**src/rtl/dmem_arbiter.sv**
```systemverilog
// -----------------------------------------------------------------------------
// dmem_arbiter
//
// Shares one single-ported data memory between the CPU load/store unit (m0)
// and the DMA/debug port (m1). One access is granted per cycle. The grant and
// the memory-side bus are combinational from the requests. Read responses come
// back one cycle later and are routed to the master that issued the read.
//
// Build option:
//   DMEM_ARB_RR_EN  defined   -> round-robin arbitration between m0 and m1
//                   undefined -> fixed priority m0 > m1, with a starvation
//                                guard that force-grants m1 after STARVE_LIMIT
//                                consecutive denied cycles
//
// Parameters:
//   ADDR_W        address width
//   DATA_W        data width (strobe width is DATA_W/8)
//   STARVE_LIMIT  denied cycles before m1 is force-granted (1..15)
//
// Ports:
//   clk, rst_n                     clock, asynchronous active-low reset
//   mK_req/we/addr/wdata/strb      request from master K (K = 0, 1)
//   mK_gnt                         access accepted this cycle
//   mK_rvalid/rdata                read response for master K
//   mem_addr/write_data/write_en/
//   write_strb/read_en             memory command bus (all 0 when idle)
//   mem_read_data                  memory read data, 1 cycle after read_en
//   arb_owner                      granted master; holds last value when idle
// -----------------------------------------------------------------------------
module dmem_arbiter #(
  parameter int ADDR_W       = 32,
  parameter int DATA_W       = 32,
  parameter int STARVE_LIMIT = 4
) (
  input  logic                  clk,
  input  logic                  rst_n,
  input  logic                  m0_req,
  input  logic                  m0_we,
  input  logic [ADDR_W-1:0]     m0_addr,
  input  logic [DATA_W-1:0]     m0_wdata,
  input  logic [DATA_W/8-1:0]   m0_strb,
  output logic                  m0_gnt,
  output logic                  m0_rvalid,
  output logic [DATA_W-1:0]     m0_rdata,
  input  logic                  m1_req,
  input  logic                  m1_we,
  input  logic [ADDR_W-1:0]     m1_addr,
  input  logic [DATA_W-1:0]     m1_wdata,
  input  logic [DATA_W/8-1:0]   m1_strb,
  output logic                  m1_gnt,
  output logic                  m1_rvalid,
  output logic [DATA_W-1:0]     m1_rdata,
  output logic [ADDR_W-1:0]     mem_addr,
  output logic [DATA_W-1:0]     mem_write_data,
  output logic                  mem_write_en,
  output logic [DATA_W/8-1:0]   mem_write_strb,
  output logic                  mem_read_en,
  input  logic [DATA_W-1:0]     mem_read_data,
  output logic                  arb_owner
);

  localparam int STRB_W = DATA_W / 8;

  // Read pipeline and ownership state.
  logic rd_pending_q, rd_pending_d;
  logic rd_owner_q,   rd_owner_d;
  logic last_owner_q, last_owner_d;
  logic arb_owner_q,  arb_owner_d;

  // Arbitration result for the current cycle.
  logic grant_valid;
  logic grant_idx;
  logic sel_we;

`ifndef DMEM_ARB_RR_EN
  localparam logic [3:0] STARVE_LIMIT_C = STARVE_LIMIT[3:0];

  logic [3:0] starve_cnt_q, starve_cnt_d;
  logic       force_m1;

  // Fixed priority m0 > m1, overridden once m1 has waited STARVE_LIMIT cycles.
  always_comb begin
    grant_valid = 1'b0;
    grant_idx   = 1'b0;
    force_m1    = m1_req && (starve_cnt_q >= STARVE_LIMIT_C);
    if (!rst_n) begin
      grant_valid = 1'b0;
      grant_idx   = 1'b0;
    end else if (force_m1) begin
      grant_valid = 1'b1;
      grant_idx   = 1'b1;
    end else if (m0_req) begin
      grant_valid = 1'b1;
      grant_idx   = 1'b0;
    end else if (m1_req) begin
      grant_valid = 1'b1;
      grant_idx   = 1'b1;
    end else begin
      grant_valid = 1'b0;
      grant_idx   = 1'b0;
    end
  end

  // Count consecutive cycles in which m1 asks and loses; saturates at 15.
  always_comb begin
    starve_cnt_d = starve_cnt_q;
    if (m1_req && !(grant_valid && grant_idx)) begin
      if (starve_cnt_q != 4'd15) begin
        starve_cnt_d = starve_cnt_q + 4'd1;
      end else begin
        starve_cnt_d = starve_cnt_q;
      end
    end else begin
      starve_cnt_d = 4'd0;
    end
  end

  // Starvation counter register.
  always_ff @(posedge clk or negedge rst_n) begin
    if (!rst_n) begin
      starve_cnt_q <= 4'd0;
    end else begin
      starve_cnt_q <= starve_cnt_d;
    end
  end
`else
  // Round-robin: on contention, the master that did not win last time wins.
  always_comb begin
    grant_valid = 1'b0;
    grant_idx   = 1'b0;
    if (!rst_n) begin
      grant_valid = 1'b0;
      grant_idx   = 1'b0;
    end else if (m0_req && m1_req) begin
      grant_valid = 1'b1;
      grant_idx   = ~last_owner_q;
    end else if (m0_req) begin
      grant_valid = 1'b1;
      grant_idx   = 1'b0;
    end else if (m1_req) begin
      grant_valid = 1'b1;
      grant_idx   = 1'b1;
    end else begin
      grant_valid = 1'b0;
      grant_idx   = 1'b0;
    end
  end
`endif

  assign m0_gnt = grant_valid & ~grant_idx;
  assign m1_gnt = grant_valid &  grant_idx;

  // Memory command bus: mux of the granted master, all zero when idle.
  always_comb begin
    mem_addr       = {ADDR_W{1'b0}};
    mem_write_data = {DATA_W{1'b0}};
    mem_write_strb = {STRB_W{1'b0}};
    mem_write_en   = 1'b0;
    mem_read_en    = 1'b0;
    sel_we         = 1'b0;
    if (grant_valid) begin
      if (grant_idx) begin
        sel_we         = m1_we;
        mem_addr       = m1_addr;
        mem_write_data = m1_wdata;
        mem_write_strb = m1_we ? m1_strb : {STRB_W{1'b0}};
      end else begin
        sel_we         = m0_we;
        mem_addr       = m0_addr;
        mem_write_data = m0_wdata;
        mem_write_strb = m0_we ? m0_strb : {STRB_W{1'b0}};
      end
      mem_write_en = sel_we;
      mem_read_en  = ~sel_we;
    end else begin
      sel_we = 1'b0;
    end
  end

  // Next-state for read tracking and ownership history.
  always_comb begin
    rd_pending_d = grant_valid & ~sel_we;
    rd_owner_d   = rd_owner_q;
    last_owner_d = last_owner_q;
    arb_owner_d  = arb_owner_q;
    if (grant_valid) begin
      last_owner_d = grant_idx;
      arb_owner_d  = grant_idx;
      if (!sel_we) begin
        rd_owner_d = grant_idx;
      end else begin
        rd_owner_d = rd_owner_q;
      end
    end else begin
      last_owner_d = last_owner_q;
      arb_owner_d  = arb_owner_q;
    end
  end

  // State registers; a pending read is dropped by reset.
  always_ff @(posedge clk or negedge rst_n) begin
    if (!rst_n) begin
      rd_pending_q <= 1'b0;
      rd_owner_q   <= 1'b0;
      last_owner_q <= 1'b1;
      arb_owner_q  <= 1'b0;
    end else begin
      rd_pending_q <= rd_pending_d;
      rd_owner_q   <= rd_owner_d;
      last_owner_q <= last_owner_d;
      arb_owner_q  <= arb_owner_d;
    end
  end

  // Current grant shows immediately; otherwise the last granted master.
  assign arb_owner = grant_valid ? grant_idx : arb_owner_q;

  assign m0_rvalid = rd_pending_q & ~rd_owner_q;
  assign m1_rvalid = rd_pending_q &  rd_owner_q;
  assign m0_rdata  = m0_rvalid ? mem_read_data : {DATA_W{1'b0}};
  assign m1_rdata  = m1_rvalid ? mem_read_data : {DATA_W{1'b0}};

endmodule

```
**config.mk**
```make
export PLATFORM = sky130hd
export DESIGN_NAME = dmem_arbiter
export DESIGN_NICKNAME = d
export VERILOG_FILES = /design/src/rtl/dmem_arbiter.sv
export SDC_FILE = /design/constraint.sdc
export NUM_CORES = 1
export LEC_CHECK = 0
export ABC_AREA = 1
export BUFFER_PORTS_ARGS = -buffer_cell sky130_fd_sc_hd__buf_2
export CORE_AREA = 2 2 123 125
export CTS_CLUSTER_SIZE = 20
export DETAILED_ROUTE_END_ITERATION = 8
export DIE_AREA = 0 0 125 127
export GPL_TIMING_DRIVEN = 0
export PLACE_DENSITY_LB_ADDON = 0.2
export SYNTH_ARGS = -nofsm -noshare
export SYNTH_HDL_FRONTEND = slang
export SYNTH_SLANG_ARGS = --single-unit
```
**constraint.sdc**
```tcl
create_clock -name clk -period 2.8 [get_ports clk]
set_input_delay 0 -clock clk [delete_from_list [all_inputs] [get_ports clk]]
set_output_delay 0 -clock clk [all_outputs]
set_load 0.005 [all_outputs]
```
==> results of run 1 <==
metal layers:
layer | part of all wire | track usage | up-vias | wire length [um]
li1 | - | - | 1713 | -
met1 | 0.33 | 0.116 | 1332 | 3510
met2 | 0.54 | 0.265 | 209 | 5760
met3 | 0.11 | 0.0373 | 16 | 1200
met4 | 0.025 | 0.0412 | 0 | 272
met5 | 0 | 0 | - | 0
worst reg2reg max path: cells and delay by family (launching register included):
kind / cells / cell delay [ns]
buf+inv: 1 / 0.27
simple gates: 3 / 0.26
compound gates: 1 / 0.26
flops: 1 / 0.45
registers in the layout, summed over array words and instances, names as in the netlist:
signal and flops:
starve_cnt_q 4, rd_owner_q 1, arb_owner_q 1, rd_pending_q 1
synth_stat cells:
master,count,area (um2)
a21oi_1,8,40.0
a21oi_4,1,16.3
buf_1,1,3.75
buf_12,1,20.0
buf_2,4,20.0
buf_6,4,45.0
clkbuf_1,10,37.5
clkbuf_2,1,5.00
dfrtp_1,7,175
ha_1,1,12.5
inv_1,39,146
inv_2,1,3.75
nand2_1,167,627
nand2_2,11,68.8
nand2_4,1,11.3
nand3_1,12,60.1
nand4_1,2,12.5
nor2_1,84,315
nor2_4,1,11.3
o21ai_0,9,45.0
xnor2_1,2,17.5
xor2_1,1,8.76
area by class of cell:
class	instances	area, um2
Buffer	21	131
Clock buffer	4	78.8
Fill cell	1716	10800
Inverter	40	150
Multi-Input combinational cell	300	1250
Sequential cell	7	175
Tap cell	184	230
Timing Repair Buffer	313	1570
kinds of logic (layout without fill, tap and decap cells):
family / Yosys count / after routing / share of synthesized area
and+or+nand+nor: 278 / 278 / 0.650
DFF: 7 / 7 / 0.103
buffers and inverters: 61 / 378 / 0.165
adders and majority gates: 1 / 1 / 0.00735
AOI/OAI and AO/OA: 18 / 18 / 0.0595
xor gates and xnor gates: 3 / 3 / 0.0154
through the flow:
step	utilization	power, mW	setup WS [ns]
2_1_floorplan	-	0.317	1.60
3_3_place_gp	0.242	0.614	1.26
3_5_place_dp	0.242	0.613	1.25
4_1_cts	0.248	0.870	0.789
5_1_grt	0.248	0.926	0.615
6_report	0.248	0.850	0.888
final timing paths:
kind | endpoint | slack [ns]
max in group asynchronous | rd_owner_q | 2.45
hold reg to reg | arb_owner_q | 0.47
setup / recovery | mem_write_data[9] | 0.89
setup reg to reg | rd_owner_q | 1.50
hold / removal | starve_cnt_q[1] | 0.09
min in group asynchronous | starve_cnt_q[0] | 0.17
power breakdown:
group,total [mW],internal [mW],switching [mW]
logic,0.487,0.235,0.252
registers,0.115,0.109,0.00591
clock network,0.248,0.190,0.0584
==> flow_summary.json, run 1 <==
{
  "status": "completed",
  "drive_gt1_frac": 0.496,
  "drtAntennaViolNets": 0,
  "rsz0062_at_grt": "false",
  "relSlewSlack": 0.700,
  "layout.nets": 861,
  "syn_area_um2": 1700,
  "place_area_um2": 3490,
  "min_period_ns": 1.91,
  "grt_max_degree": 11,
  "io_buffer_count": 312,
  "place_inst": 864,
  "arrival_ns": 1.91,
  "post_cts_resized": 0,
  "crit_type": "in2out",
  "hpwl_mm": 9.68,
  "clock_tree.root_cell": "clkbuf_16",
  "synth_seq_cells": 7,
  "grt_pass1_wl_mm": 16.3,
  "start_util": 0.118,
  "final_cells": 869,
  "chipWidth_um": 125,
  "drc": 0,
  "powerDensity_nw_per_um2": 237,
  "syn_avg_cell_area_um2": 4.63,
  "cts_tree": "done",
  "grt_usage": 0.127,
  "slew_viol_final": 0,
  "hold_violations": 0,
  "clock.fmax_mhz": 523,
  "grt_antenna_before_repair": 0,
  "fin_worst_skew_ns": 0.00134,
  "max_stage_delay_ns": 0.53,
  "critical_path_depth": 8,
  "cts_made_buffers": 3,
  "num_vias": 3270,
  "ys_seq_area_frac": 0.103,
  "fin_crit_sh": 0.683,
  "final_common_cell": "buf_2",
  "cts.sink_count": 7,
  "r2r-start": "starve_cnt_q[2]",
  "cts_setup_buffers": 0,
  "tns_ns": 0,
  "finalInstanceArea_um2": 3580,
  "dr.pass1.iters": 4,
  "wl_mm": 10.7,
  "p_leak_nw": 2.57,
  "crit_fanout": 10,
  "worst_pin_slew_ns": 0.449,
  "end_kind": "output port",
  "cp_slowest_cell": "dlygate4sd3_1",
  "num_rows": 44,
  "critPathTopFamily": "buffers and inverters",
  "drt_iter0_drc": 42,
  "gp_congestion": 0.768,
  "synth_warnings": 0,
  "viasPerCell": 3.76,
  "cp_common_cell": "nand2_1",
  "syn2layout_area_growth_pct": 110,
  "crit_path_cell_trace": "dlygate4sd3_1 -> buf_2 -> nand2_1 -> a21oi_4 -> clkbuf_1 -> nand2_1 -> nand2_1 -> buf_2",
  "fp.dieH_um": 127,
  "hold_path.class": "in2reg",
  "gr-total-overflow": 0,
  "cp_data_required_time_ns": 2.80,
  "final_cell_mix": "buf_2 (316), nand2_1 (167), nor2_1 (84)",
  "clk_latency_ns": 0.23,
  "rr_worst_depth": 5,
  "irDropWorstVdd_mv": 0.110,
  "startpoint_type": "input pin",
  "clockBufferDepth": 2,
  "setup_viol": 0,
  "cap_violations": 0,
  "hold_depth": 3,
  "clkTransAtPathRegs_ns": 0.04,
  "synth_cell_type_count": 22,
  "antenna_cells": 0,
  "syn-num-nets": 543,
  "routedWlPerCell_um": 12.4,
  "first_global_vias": 3185,
  "cp.buffers_inverters": 4,
  "core_um2": 14400,
  "h-tree-depth": 1,
  "dieArea_um2": 15900,
  "worstSetupStartpoint": "rst_n",
  "cts_hold_buf": 1,
  "synth_cells": 368,
  "io_pins": 313,
  "hold_ws_ns": 0.0914,
  "min_from": "m1_req"
}
Power figures use the tool's default switching activity.
==> run 2, diff against run 1 <==
--- a/config.mk
+++ b/config.mk
@@ -5,12 +5,12 @@
 export SDC_FILE = /design/constraint.sdc
 export NUM_CORES = 1
 export LEC_CHECK = 0
-export ABC_AREA = 1
+export ABC_AREA = 0
 export BUFFER_PORTS_ARGS = -buffer_cell sky130_fd_sc_hd__buf_2
-export CORE_AREA = 2 2 123 125
+export CORE_AREA = 2 2 121 123
 export CTS_CLUSTER_SIZE = 20
 export DETAILED_ROUTE_END_ITERATION = 8
-export DIE_AREA = 0 0 125 127
+export DIE_AREA = 0 0 123 125
 export GPL_TIMING_DRIVEN = 0
 export PLACE_DENSITY_LB_ADDON = 0.2
 export SYNTH_ARGS = -nofsm -noshare
==> constraint.sdc (replaced) <==
create_clock -name clk -period 1.7 [get_ports clk]
set_input_delay 0 -clock clk [delete_from_list [all_inputs] [get_ports clk]]
set_output_delay 0 -clock clk [all_outputs]
set_load 0.005 [all_outputs]
==> run 2 against run 1 <==
The run now ends with setup timing left. Setup slack worse by 0.99 ns. Clock-buffer cell count unchanged. Global-route usage about the same. Cell count down 16%. First-iteration DRC count up 43%. Sequential power up 62%. Combinational power up 49%. Non-clock buffer count up 11. Critical path type is now reg2out. Largest cell class unchanged.
==> flow_summary.json, run 2 <==
{
  "status": "complete, but fails checks",
  "violations": "setup timing",
  "final_cell_mix": "buf_2 (312), a22o_1 (55), and2_1 (34), and3_1 (34), nand3_1 (15)",
  "grt_max_degree": 12,
  "largest_register_ffs": 4,
  "cp_data_required_time_ns": 1.70,
  "num_vias": 3052,
  "viasPerCell": 4.16,
  "num_rows": 44,
  "chipWidth_um": 123,
  "ys_dominant_reg_cell": "dfrtp_1",
  "drive_gt1_frac": 0.651,
  "powerDensity_nw_per_um2": 357,
  "drc": 0,
  "startpoint_type": "register",
  "synth_seq_cells": 7,
  "finalInstanceArea_um2": 3680,
  "synthArstFlopShare": 1.00,
  "p_sw_uw": 430,
  "cts_tree": "done",
  "synth_mux_area_frac": 0.00613,
  "gr-total-overflow": 0,
  "min_from": "m0_we",
  "p_leak_nw": 2.35,
  "hold_depth": 2,
  "pwr-share-seq": 0.142,
  "synth_edf_count": 0,
  "gp_congestion": 0.830,
  "regMostFlops": "starve_cnt_q",
  "cts.sink_count": 7,
  "grt_usage": 0.127,
  "layout.nets": 723,
  "r2r_setup_slack_ns": 0.15,
  "synth.area.top_cells": "a22o_1 (30%), and2_1 (13%), and3_1 (13%)",
  "syn_area_um2": 1630,
  "irDropWorstVdd_mv": 0.209,
  "clockBufferDepth": 2,
  "synth_top_cell_area_share": 0.295,
  "start_util": 0.115,
  "reg2reg_to": "starve_cnt_q[2]",
  "fin_crit_sh": 1.06,
  "yosysMostFrequentCell": "a22o_1",
  "worst_pin_slew_ns": 0.456,
  "synth_warnings": 0,
  "syn2layout_area_growth_pct": 125,
  "final_common_cell": "buf_2",
  "synth_cells": 225,
  "internal_power_uw": 883,
  "grt_pass1_wl_mm": 15.2,
  "synth_fa_ha_area_frac": 0.00766,
  "hold_path.class": "in2reg",
  "combPwrFrac": 0.552,
  "cap_violations": 0,
  "hpwl_mm": 9.76,
  "clockPowerShare": 0.306,
  "holdPathEnd": "rd_pending_q",
  "synth_cell_type_count": 29,
  "wl_mm": 10.9,
  "io_pins": 313,
  "first_global_vias": 2830,
  "arrival_ns": 1.80,
  "slew_viol_final": 0,
  "setup_slack_ns": -0.100,
  "min_period_ns": 1.80,
  "rsz0062_at_grt": "true",
  "crit_fanout": 10,
  "synth_xor_area_frac": 0.00536,
  "dieArea_um2": 15400,
  "rr_worst_depth": 5,
  "clkTransAtPathRegs_ns": 0.04,
  "setup_viol": 64,
  "synth_top_family_by_area": "compound AO/OA/AOI/OAI gates",
  "synth_common_cells": "a22o_1 (55), and2_1 (34), and3_1 (34)",
  "fp.dieH_um": 125,
  "drt_iter0_drc": 60,
  "fin_worst_skew_ns": 0.00241,
  "hold_ws_ns": 0.0791,
  "syn_avg_cell_area_um2": 7.26,
  "place_area_um2": 3420,
  "clock.fmax_mhz": 555,
  "synth-simple-area-share": 0.388,
  "routedWlPerCell_um": 14.9,
  "io_buffer_count": 312,
  "synth_compound_area_frac": 0.399,
  "end_kind": "output port",
  "pre_cts_ws_ns": -0.0207,
  "drtAntennaViolNets": 0,
  "grt_antenna_before_repair": 3,
  "hold_violations": 0,
  "h-tree-depth": 1,
  "dr.pass1.iters": 4,
  "clock_tree.root_cell": "clkbuf_16",
  "synth_top_area_cell": "a22o_1",
  "core_um2": 14200,
  "swShare": 0.327,
  "relSlewSlack": 0.692,
  "cts_made_buffers": 3,
  "crit_type": "reg2out",
  "clk_latency_ns": 0.23,
  "ys_seq_area_frac": 0.107,
  "r2r-start": "starve_cnt_q[3]",
  "syn-num-nets": 400
}
[run 2: changes by cell type after synthesis, sizes merged, moves of 9 or more]
cell,previous run,this run
and3,0,34
a21oi,9,0
a22o,0,55
nor2,85,6
nand2,179,13
inv,40,1
and2,0,34
[run 2: worst max-delay path, stage by stage, from the launching register on]
cell     delay (ns)
dfrtp_1        0.40
or3b_1         0.37
buf_6          0.14
nand2_8        0.06
inv_8          0.05
buf_4          0.16
a22o_1         0.24
buf_2          0.13
[run 2: worst max-delay path by stage]
stage | from | endpoint | slack [ns] | depth (start not counted)
2_1_floorplan | starve_cnt_q[3] | rd_pending_q | 0.23 | 4
3_3_place_gp | starve_cnt_q[3] | mem_addr[19] | -0.02 | 7
3_5_place_dp | starve_cnt_q[3] | mem_addr[19] | -0.02 | 7
4_1_cts | starve_cnt_q[2] | mem_write_strb[1] | -0.11 | 8
5_1_grt | starve_cnt_q[2] | mem_write_strb[1] | -0.16 | 8
6_report | starve_cnt_q[3] | mem_write_data[18] | -0.10 | 7
[run 2: cells by family (layout without fill, tap and decap cells)]
family	count (synthesis)	count (layout)
other	0	2
DFF	7	7
xor gates and xnor gates	1	1
muxes	1	1
AOI/OAI and AO/OA	78	78
buffers and inverters	28	350
adders and majority gates	1	1
and+or+nand+nor	109	109
[run 2: final cells by class]
| type | instances | area [um2] |
|---|---|---|
| Sequential cell | 7 | 175 |
| Antenna cell | 2 | 5.00 |
| Clock buffer | 4 | 78.8 |
| Multi-Input combinational cell | 190 | 1340 |
| Buffer | 26 | 188 |
| Fill cell | 1607 | 10500 |
| Tap cell | 184 | 230 |
| Inverter | 1 | 11.3 |
| Timing Repair Buffer | 319 | 1650 |
[run 2: repair_timing]
action,in CTS,in global routing
buffers inserted,5,0
cloned,1,0
hold buffers,1,0
setup endpoints to repair,70,99
endpoints found under the hold margin,7,0
pin swaps,7,2
resized for setup,21,12
[run 2: layer usage]
metal	vias to the layer above	track usage	share of wire
li1	1499	-	-
met5	-	0	0.0012
met2	186	0.269	0.55
met3	8	0.0379	0.11
met4	2	0.0287	0.015
met1	1357	0.113	0.32
[run 2: stage by stage]
stage | power, mW | cells | setup TNS, ns | utilization
2_1_floorplan | 0.453 | 225 | 0 | -
5_1_grt | 1.41 | 732 | -7.75 | 0.259
4_1_cts | 1.33 | 731 | -4.79 | 0.256
3_5_place_dp | 0.887 | 721 | -0.115 | 0.241
6_report | 1.31 | 733 | -3.99 | 0.259
3_3_place_gp | 0.881 | 721 | -0.116 | 0.241
[run 2: power by group through the flow]
stage / Clock [mW] / Sequential [mW] / Combinational [mW]
2_1_floorplan: 0 / 0.186 / 0.268
3_3_place_gp: 0 / 0.188 / 0.693
3_5_place_dp: 0 / 0.189 / 0.698
4_1_cts: 0.408 / 0.186 / 0.732
5_1_grt: 0.419 / 0.188 / 0.799
6_report: 0.402 / 0.186 / 0.724
